==> src/rtl/i2s_tdm_bi.sv <==
// Bidirectional I2S/TDM serial-audio master: sclk/lrclk generation, NCH-channel tx serialiser and rx deserialiser.
// Optional build macro I2S_TDM_LOOPBACK_EN: rx deserialiser takes the internal sdout instead of the sdin pin.
module i2s_tdm_bi #(
    parameter int unsigned DW       = 24,
    parameter int unsigned SW       = 32,
    parameter int unsigned NCH      = 2,
    parameter int unsigned SCLK_DIV = 4
) (
    input  logic              clk,
    input  logic              rst_n,
    output logic              sclk,
    output logic              lrclk,
    output logic              sdout,
    input  logic              sdin,
    input  logic [NCH*DW-1:0] tx_data,
    input  logic              tx_valid,
    output logic              tx_ready,
    output logic              tx_underrun,
    output logic [NCH*DW-1:0] rx_data,
    output logic              rx_valid
);

    localparam int unsigned FW  = NCH * DW;
    localparam int unsigned KW  = (SW > 1) ? $clog2(SW) : 1;
    localparam int unsigned SLW = (NCH > 1) ? $clog2(NCH) : 1;
    localparam int unsigned DVW = (SCLK_DIV > 1) ? $clog2(SCLK_DIV) : 1;
    localparam int unsigned IW  = (FW > 1) ? $clog2(FW) : 1;

    // Parameter sanity checks at elaboration
    if (SW < DW) begin : g_err_sw
        $error("i2s_tdm_bi: SW must be >= DW");
    end
    if (NCH < 2) begin : g_err_nch
        $error("i2s_tdm_bi: NCH must be >= 2");
    end
    if (SCLK_DIV < 1) begin : g_err_div
        $error("i2s_tdm_bi: SCLK_DIV must be >= 1");
    end

    logic [DVW-1:0] div_q, div_d;
    logic           sclk_q, sclk_d;
    logic           started_q, started_d;
    logic [SLW-1:0] slot_q, slot_d;
    logic [KW-1:0]  k_q, k_d;
    logic           lrclk_q, lrclk_d;
    logic           sdout_q, sdout_d;
    logic           held_q, held_d;
    logic [FW-1:0]  hold_q, hold_d;
    logic [FW-1:0]  tx_sh_q, tx_sh_d;
    logic           underrun_q, underrun_d;
    logic [FW-1:0]  rx_sh_q, rx_sh_d;
    logic [FW-1:0]  rx_data_q, rx_data_d;
    logic           rx_valid_q, rx_valid_d;

    logic           rx_in;

    // Select the deserialiser source
`ifdef I2S_TDM_LOOPBACK_EN
    logic unused_sdin;
    assign unused_sdin = sdin;
    assign rx_in       = sdout_q;
`else
    assign rx_in       = sdin;
`endif

    // Tick generation, bit counters, tx holding/shift, lrclk and rx capture
    always_comb begin
        logic           wrap;
        logic           fall;
        logic           rise;
        logic           last_bit;
        logic           frame_start;
        logic [SLW-1:0] slot_n;
        logic [KW-1:0]  k_n;
        logic [IW-1:0]  tx_idx;
        logic [IW-1:0]  rx_idx;

        div_d      = div_q;
        sclk_d     = sclk_q;
        started_d  = started_q;
        slot_d     = slot_q;
        k_d        = k_q;
        lrclk_d    = lrclk_q;
        sdout_d    = sdout_q;
        held_d     = held_q;
        hold_d     = hold_q;
        tx_sh_d    = tx_sh_q;
        underrun_d = 1'b0;
        rx_sh_d    = rx_sh_q;
        rx_data_d  = rx_data_q;
        rx_valid_d = 1'b0;
        slot_n     = slot_q;
        k_n        = k_q;
        tx_idx     = '0;
        rx_idx     = '0;

        wrap     = (div_q == DVW'(SCLK_DIV - 1));
        fall     = wrap && sclk_q;
        rise     = wrap && !sclk_q;
        last_bit = (slot_q == SLW'(NCH - 1)) && (k_q == KW'(SW - 1));

        div_d = wrap ? '0 : div_q + DVW'(1);
        if (wrap) begin
            sclk_d = ~sclk_q;
        end

        // The first fall tick after reset is bit 0; afterwards advance and wrap
        if (fall) begin
            if (!started_q || last_bit) begin
                slot_n = '0;
                k_n    = '0;
            end else if (k_q == KW'(SW - 1)) begin
                slot_n = slot_q + SLW'(1);
                k_n    = '0;
            end else begin
                k_n    = k_q + KW'(1);
            end
            slot_d    = slot_n;
            k_d       = k_n;
            started_d = 1'b1;
        end
        frame_start = fall && (slot_n == '0) && (k_n == '0);

        // Holding register handshake; a handshake coinciding with a frame load waits a frame
        if (tx_valid && !held_q) begin
            held_d = 1'b1;
            hold_d = tx_data;
        end
        if (frame_start) begin
            if (held_q) begin
                tx_sh_d = hold_q;
                held_d  = 1'b0;
            end else begin
                tx_sh_d    = '0;
                underrun_d = 1'b1;
            end
        end

        // Drive data and word select on fall ticks; lrclk leads data by one bit
        if (fall) begin
            if (32'(k_n) < DW) begin
                tx_idx  = IW'(32'(slot_n) * DW + DW - 1 - 32'(k_n));
                sdout_d = tx_sh_d[tx_idx];
            end else begin
                sdout_d = 1'b0;
            end
            if (NCH == 2) begin
                lrclk_d = (k_n == KW'(SW - 1)) ? ~slot_n[0] : slot_n[0];
            end else begin
                lrclk_d = (slot_n == SLW'(NCH - 1)) && (k_n == KW'(SW - 1));
            end
        end

        // Sample on rise ticks; present the frame after its last bit
        if (rise && started_q) begin
            if (32'(k_q) < DW) begin
                rx_idx          = IW'(32'(slot_q) * DW + DW - 1 - 32'(k_q));
                rx_sh_d[rx_idx] = rx_in;
            end
            if (last_bit) begin
                rx_data_d  = rx_sh_d;
                rx_valid_d = 1'b1;
            end
        end
    end

    // State registers with synchronous active-low reset
    always_ff @(posedge clk) begin
        if (!rst_n) begin
            div_q      <= '0;
            sclk_q     <= 1'b0;
            started_q  <= 1'b0;
            slot_q     <= '0;
            k_q        <= '0;
            lrclk_q    <= 1'b0;
            sdout_q    <= 1'b0;
            held_q     <= 1'b0;
            hold_q     <= '0;
            tx_sh_q    <= '0;
            underrun_q <= 1'b0;
            rx_sh_q    <= '0;
            rx_data_q  <= '0;
            rx_valid_q <= 1'b0;
        end else begin
            div_q      <= div_d;
            sclk_q     <= sclk_d;
            started_q  <= started_d;
            slot_q     <= slot_d;
            k_q        <= k_d;
            lrclk_q    <= lrclk_d;
            sdout_q    <= sdout_d;
            held_q     <= held_d;
            hold_q     <= hold_d;
            tx_sh_q    <= tx_sh_d;
            underrun_q <= underrun_d;
            rx_sh_q    <= rx_sh_d;
            rx_data_q  <= rx_data_d;
            rx_valid_q <= rx_valid_d;
        end
    end

    assign sclk        = sclk_q;
    assign lrclk       = lrclk_q;
    assign sdout       = sdout_q;
    assign tx_ready    = ~held_q;
    assign tx_underrun = underrun_q;
    assign rx_data     = rx_data_q;
    assign rx_valid    = rx_valid_q;

endmodule

==> config.mk <==
export PLATFORM = sky130hd
export DESIGN_NAME = i2s_tdm_bi
export DESIGN_NICKNAME = d
export VERILOG_FILES = /design/src/rtl/i2s_tdm_bi.sv
export SDC_FILE = /design/constraint.sdc
export NUM_CORES = 1
export LEC_CHECK = 0
export BUFFER_PORTS_ARGS = -buffer_cell sky130_fd_sc_hd__buf_4
export CORE_MARGIN = 1
export CORE_UTILIZATION = 55
export DETAILED_ROUTE_END_ITERATION = 10
export GPL_TIMING_DRIVEN = 0
export PLACE_DENSITY = 0.76
export SYNTH_ARGS = -nofsm -noshare
export SYNTH_HDL_FRONTEND = slang
export SYNTH_SLANG_ARGS = --single-unit
==> constraint.sdc <==
create_clock -name clk -period 4.4 [get_ports clk]
set_input_delay 0.88 -clock clk [delete_from_list [all_inputs] [get_ports clk]]
set_output_delay 0.88 -clock clk [all_outputs]
set_load 0.005 [all_outputs]
After elaboration in Yosys (flattened, before gate mapping):

Cells that the tools add are included.

* register bits: 207
* bits in latches: 0
* RAM bits: 0
* ROM bits: 0
* bits of input ports: 52
* output and inout port bits: 54
* logic and storage cells: 75
* memories kept: 0

* add/sub/neg operators: 9
* multiply operators: 2
* divide/modulo/power cells: 0
* magnitude comparators: 5
* equal/unequal tests: 3
* shifts and indexed selects: 0
* multiplexer cells: 21
* bitwise gates (word level): 4
* reduce and logical (&&, ||, !) cells: 17

Operators with widths (number)
* $mux 48: 3
* $bwmux 48: 1
* $mux 5: 3
* $lt 6x7->1 const B: 2
* $add 6x5->6 const B: 2
* $mux 1: 12
* $sub 6x1->6 const B: 2
* $sub 6x6->6: 2
* $eq 5x5->1 const B: 2
* $lt 5x5->1 const B: 2
* $logic_and 1x1->1: 8
* $bmux 1 s6: 1
* $demux 1 s6: 1
* $ge 6x1->1 const B: 1
* $mul 1x2->3 const B: 2
* $reduce_and 2->1: 3
* $add 5x1->5 const B: 1
* $logic_not 5->1: 1
* $not 1->1: 4
* $logic_not 1->1: 3
* $add 2x1->2 const B: 1
* $eq 2x2->1 const B: 1
* $reduce_or 2->1: 1
* $add 1x1->1 const B: 1
* $logic_or 1x1->1: 1

Logic depth before layout (Yosys ltp):

Gate-level depths: netlist of run 1.

* word-level depth: 12
* gate-level depth with buffers: 19
* mapped depth without buffers: 19

Worst setup path after synthesis of run 1:

No wires, ideal clock.

* path type: reg-to-reg
* start: register k_q[1]
* end: register sdout_q (netlist: sdout)
* library setup time: 130 ps
* arrival time: 3298 ps
* data required time: 4270 ps
* path slack: 972 ps
* cell stages (with the launch flop): 17
* buffers on the path: 0
* clock period less this slack: 3428 ps
* path through: dfxtp_1 ha_1 and3_1 ha_1 ha_1 nor2b_1 nand2_1 nor2_1 a21oi_1 ha_1 inv_1 ha_1 a211o_1 a2111oi_0 a211oi_1 o32ai_1 o211ai_1

* longest elaborated chain between the ends: 12
* elaborated cells on any way between the ends: 23
* classes of those cells: add/sub: 4; mul: 1; order compare: 1; eq/ne: 1; mux: 10; bitwise: 1; reduce/logical: 5

Ends and longest elaborated chain
* start, declared: RTL line 44 `logic [KW-1:0] k_q, k_d;`
* start signal, assigned: RTL line 189 `k_q <= k_d;`
* $eq 5x5->1: RTL line 100, 112
* $logic_and 1x1->1: RTL line 100 `last_bit = (slot_q == SLW'(NCH - 1)) && (k_q == KW'(SW - 1));`
* $logic_or 1x1->1: RTL line 109 `if (!started_q || last_bit) begin`
* $mux 1: RTL line 109
* $mux 1
* $mul 1x2->3 or $not 1->1 (tied branches): RTL line 142, 122
* $add 6x5->6 or $logic_and 1x1->1 (tied branches): RTL line 142, 122
* $sub 6x1->6 or $logic_and 1x1->1 (tied branches): RTL line 142, 122
* $sub 6x6->6 or $mux 48 (tied branches): RTL line 142, 129
* $bmux 1 s6: RTL line 143 `sdout_d = tx_sh_d[tx_idx];`
* $mux 1 (implied by the code): RTL line 143
* $mux 1 (*): RTL line 141 `if (32'(k_n) < DW) begin`
* end signal, assigned: RTL line 191 `sdout_q <= sdout_d;`
* end, declared: RTL line 46 `logic sdout_q, sdout_d;`

Mark *: on every way between the ends. The rest lies on a longest branch, timed or not. The select of a mux whose other input is x is not followed.
A chain may end at the register's enable or synchronous reset.

Worst setup path in the final report of run 1:

Ends and elaborated chain as after synthesis.

==> results of run 1 <==
-- state kept, by name, summed over array words and instances, names as in the netlist, 2 cells and up --
name and flops:
k_q 5, div_q 2, hold_q 48, rx_data 48, rx_sh_q 48, tx_sh_q 48
-- cell type report --
class,instances,area (um^2)
Clock inverter,7,62.6
Timing Repair Buffer,104,781
Buffer,76,312
Fill cell,1329,4980
Clock buffer,29,596
Multi-Input combinational cell,706,4060
Tap cell,188,235
Sequential cell,207,4140
Inverter,10,37.5
-- kinds of logic after synthesis --
| group | Yosys count |
|---|---|
| and+or+nand+nor | 382 |
| adders and majority gates | 10 |
| xor gates and xnor gates | 4 |
| buffers and inverters | 86 |
| DFF | 207 |
| AOI/OAI and AO/OA | 260 |
| muxes | 50 |
-- cells in the final DEF, fill, tap and decap left out, drive strengths merged, types with 4 or more instances in the layout --
cell / instances
nand3: 18
buf: 120
o21ai: 13
and2: 13
nand2b: 5
a21oi: 71
nor2: 153
clkbuf: 89
clkinv: 5
nand2: 161
a21o: 4
a211oi: 101
nor3: 14
o211ai: 5
a22oi: 34
dfxtp: 207
a22o: 7
inv: 10
mux2i: 48
ha: 10
nor3b: 4
-- power by group --
| group | switching, mW | internal, mW |
|---|---|---|
| registers | 0.0192 | 1.90 |
| logic | 0.0981 | 0.0610 |
| clock network | 0.715 | 1.00 |
-- metal layers --
layer	GRT usage (%)	part of all wire (%)	vias to the layer above
met5	0	0	-
met4	8.50	2.2	0
met3	4.01	7.7	43
met2	45.3	44	317
met1	41.7	46	3733
li1	-	-	3783
-- per-stage QoR --
step	total power, mW	instances
5_1_grt	3.91	1327
2_1_floorplan	2.04	999
4_1_cts	3.81	1327
6_report	3.80	1327
3_3_place_gp	2.12	1291
3_5_place_dp	2.12	1291
-- final timing paths --
| kind | from | endpoint | slack (ps) | depth (start not counted) |
|---|---|---|---|---|
| min | div_q[0] | div_q[0] | 440 | 1 |
| max | k_q[1] | sdout | 230 | 16 |
| min reg2reg | div_q[0] | div_q[0] | 440 | 1 |
| max reg2reg | k_q[1] | sdout | 230 | 16 |
==> metrics.yaml, run 1 <==
status: "finished clean"
drive_above_1_share_pct: 13.6
tightestPinTransition_ps: 1040
ys_seq_elements: 207
dieArea_um2: 16000
syn_nets: 1061
synthMuxAreaShare_pct: 5.93
drcViolationCount: 0
grt_usage_pct: 29.0
gp_congestion: 0.848
initial_utilization_pct: 56.2
cpMostUsedCell: "ha_1"
synthTopCellsByArea: "dfxtp_1, a211oi_1, nand2_1"
cp_top_family: "adder cells"
report.final.hold_viol_count: 0
place_hpwl_mm: 16.0
syn_area_per_cell_um2: 8.55
root_buffer: "clkbuf_16"
ys_top_cells_by_count: "dfxtp_1, nand2_1, nor2_1"
yosysTopAreaCell: "dfxtp_1"
fp.dieH_um: 127
vias: 7876
synth_top_family_by_area: "compound AO/OA/AOI/OAI gates"
synth_flop_cell: "dfxtp_1"
drv_cap: 0
final_util_pct: 67.3
critPathArrivalTime_ps: 4540
antenna_cells: 0
worstSetupPathType: "reg2reg"
synth_compound_area_share_pct: 21.0
ios: 106
placement.io_buffers: 104
die_w_um: 127
crit_required_ps: 4770
cts.path.max_buffers: 3
vias_per_cell: 5.94
layout_setup_ws_ps: 229
finalInstanceArea_um2: 10200
grt_pass1_vias: 7199
powerDensity_nw_per_um2: 372
grt_first_pass_wirelength_mm: 37.0
routed_wl_mm: 23.1
synthMostInstantiatedCell: "dfxtp_1"
yosysUniqueCellTypes: 60
synth_fa_ha_area_share_pct: 1.46
finClkSkew_ps: 8.27
period_minus_slack_ps: 4170
rsz0062_at_grt: "false"
whs_ps: 441
slowest_stage: "dfxtp_1"
syn_inst: 999
drt_iter0_drc: 682
path_cells: "ha_1 > and3_1 > ha_1 > ha_1 > nor2b_1 > nand2_1 > nor2_1 > a21oi_1 > ha_1 > inv_1 > ha_1 > a211o_1 > a2111oi_0 > a211oi_1 > o32ai_1 > o211ai_1"
tritoncts: "yes"
finalSetupTns_ps: 0
cts_num_sinks: 207
core_um2: 15200
yosys.area.top_type_share_pct: 48.5
final_nets: 1188
worstPathMaxFanout: 9
cts_buffers: 21
synth_edf_count: 0
min_period_over_period_pct: 94.8
syn_to_final_growth_pct: 19.7
hp-class: "reg2reg"
path_buf_inv: 1
row_count: 45
relSlewSlack_pct: 30.8
insertion_delay_ps: 490
ir_drop_mv: 0.311
syn-cell-area_um2: 8540
synthesis.yosys.warnings: 0
critPathMaxStageDelay_ps: 400
fmax_mhz: 240
finalMaxSlewViolations: 0
drt-pass1-iter-count: 5
cts_htree_levels: 1
cts_resized: 0
worst_setup_path_end_kind: "register"
grt_max_degree: 15
grt-ovfl-total: 0
seq_area_frac_synth_pct: 48.5
synth-xor-area-share_pct: 0.410
cts_setup_buffers: 0
placed_area_um2: 9560
dp_slack_ps: 363
worstSetupStartpointType: "register"
synthSimpleGateAreaFrac_pct: 18.7
cts_hold_buffers: 0
synthArstFlopShare_pct: 0
power.leakage_nw: 3.93
routedWlPerCell_um: 17.4
clkTransAtPathRegs_ps: 60
finalSetupViolCount: 0
final_antenna_net_count: 0
antenna_found_initial: 0
Power figures use the tool's default switching activity.
==> run 2, diff against run 1 <==
==> config.mk (replaced) <==
export PLATFORM = sky130hd
export DESIGN_NAME = i2s_tdm_bi
export DESIGN_NICKNAME = d
export VERILOG_FILES = /design/src/rtl/i2s_tdm_bi.sv
export SDC_FILE = /design/constraint.sdc
export NUM_CORES = 1
export LEC_CHECK = 0
export CORE_MARGIN = 1
export CORE_UTILIZATION = 55
export DETAILED_ROUTE_END_ITERATION = 10
export DONT_BUFFER_PORTS = 1
export GPL_TIMING_DRIVEN = 0
export PLACE_DENSITY = 0.7
export SYNTH_ARGS = -nofsm -noshare
export SYNTH_HDL_FRONTEND = slang
export SYNTH_SLANG_ARGS = --single-unit
==> metrics.yaml, run 2 (synthesis gave the netlist of run 1 again) <==
status: "finished clean"
powerDensity_nw_per_um2: 412
fp.dieH_um: 127
grt_usage_pct: 28.2
ios: 106
syn_to_final_growth_pct: 11.7
cts_setup_buffers: 0
fmax_mhz: 251
critPathArrivalTime_ps: 4360
grt_max_degree: 15
grt_first_pass_wirelength_mm: 35.9
vias_per_cell: 5.97
tritoncts: "yes"
antenna_found_initial: 0
place_hpwl_mm: 15.8
routed_wl_mm: 22.7
worstPathMaxFanout: 9
drcViolationCount: 0
vias: 7308
ir_drop_mv: 0.259
final_nets: 1084
die_w_um: 127
min_period_over_period_pct: 90.7
final_cell_mix: "dfxtp_1, nand2_1, nor2_1"
power.total_mw: 3.93
drv_cap: 0
power.leakage_nw: 3.44
dieArea_um2: 16000
finalSetupTns_ps: 0
worst_setup_path_end_kind: "register"
insertion_delay_ps: 490
report.final.hold_viol_count: 0
tightestPinTransition_ps: 966
worstSetupPathType: "reg2reg"
antenna_cells: 0
finalMaxSlewViolations: 0
row_count: 45
final_antenna_net_count: 0
routedWlPerCell_um: 18.5
placement.io_buffers: 0
gp_congestion: 0.850
finClkSkew_ps: 8.08
cts.path.max_buffers: 3
drt-pass1-iter-count: 5
drt_iter0_drc: 589
clkTransAtPathRegs_ps: 60
cts_num_sinks: 207
relSlewSlack_pct: 35.5
final_common_cell: "dfxtp_1"
cts_htree_levels: 1
finalSetupViolCount: 0
cts_hold_buffers: 0
grt_pass1_vias: 6711
hp-class: "reg2reg"
root_buffer: "clkbuf_16"
worstSetupStartpointType: "register"
crit_required_ps: 4770
cts_resized: 0
drive_above_1_share_pct: 5.41
core_um2: 15200
period_minus_slack_ps: 3990
grt-ovfl-total: 0
initial_utilization_pct: 56.2
rsz0062_at_grt: "false"
cts_buffers: 21
whs_ps: 439
[run 2: changes by cell type in the layout (fill, tap and decap cells not counted), sizes merged]
| cell | delta |
|---|---|
| clkinv | -3 |
| clkbuf | +3 |
| buf | -104 |
| bufinv | +2 |
| clkinvlp | -1 |
[run 2: routing by layer]
| metal | track usage [%] | up-vias | wire, um |
|---|---|---|---|
| li1 | - | 3563 | - |
| met1 | 43.2 | 3419 | 11000 |
| met2 | 40.9 | 293 | 9460 |
| met3 | 5.06 | 33 | 1890 |
| met4 | 5.81 | 0 | 334 |
| met5 | 0 | - | 0 |
[run 2: final timing paths]
path,start,to,depth (start not counted),slack (ps)
worst min-delay path,div_q[0],div_q[0],1,440
worst min register to register,div_q[0],div_q[0],1,440
worst max register to register,k_q[1],sdout,16,410
worst max-delay path,k_q[1],sdout,16,410
[run 2: stage by stage]
stage,std cells,setup slack [ps],util [%],cell area (um^2)
finish,1224,411,62.8,9540
global route,1224,37.3,62.8,9540
detailed placement,1187,251,57.8,8780
floorplan,999,972,-,8540
CTS,1224,234,62.6,9520
global placement,1187,285,57.8,8780
[run 2: worst max-delay path, cell delays in order, from the launching register on]
cell       delay, ps
dfxtp_2          370
ha_1             220
and3_1           150
ha_1             230
ha_1             250
nor2b_1          340
nand2_1          140
nor2_1           120
a21oi_1           80
ha_1             320
inv_1             40
ha_1             410
a211o_1          280
a2111oi_2        360
a211oi_1          80
o32ai_1          340
o211ai_1         120
[run 2: cell type report]
| type | count | area, um^2 |
|---|---|---|
| Tap cell | 188 | 235 |
| Buffer | 76 | 312 |
| Fill cell | 1371 | 5660 |
| Inverter | 10 | 37.5 |
| Sequential cell | 207 | 4150 |
| Clock buffer | 32 | 637 |
| Clock inverter | 5 | 100 |
| Multi-Input combinational cell | 706 | 4080 |
[run 2: power by group]
group	leakage [nW]	total [mW]	internal [mW]	switching, mW
combinational	1.40	0.124	0.0321	0.0916
clock	0.364	1.88	1.17	0.714
sequential	1.68	1.92	1.90	0.0196
total	3.44	3.93	3.10	0.826
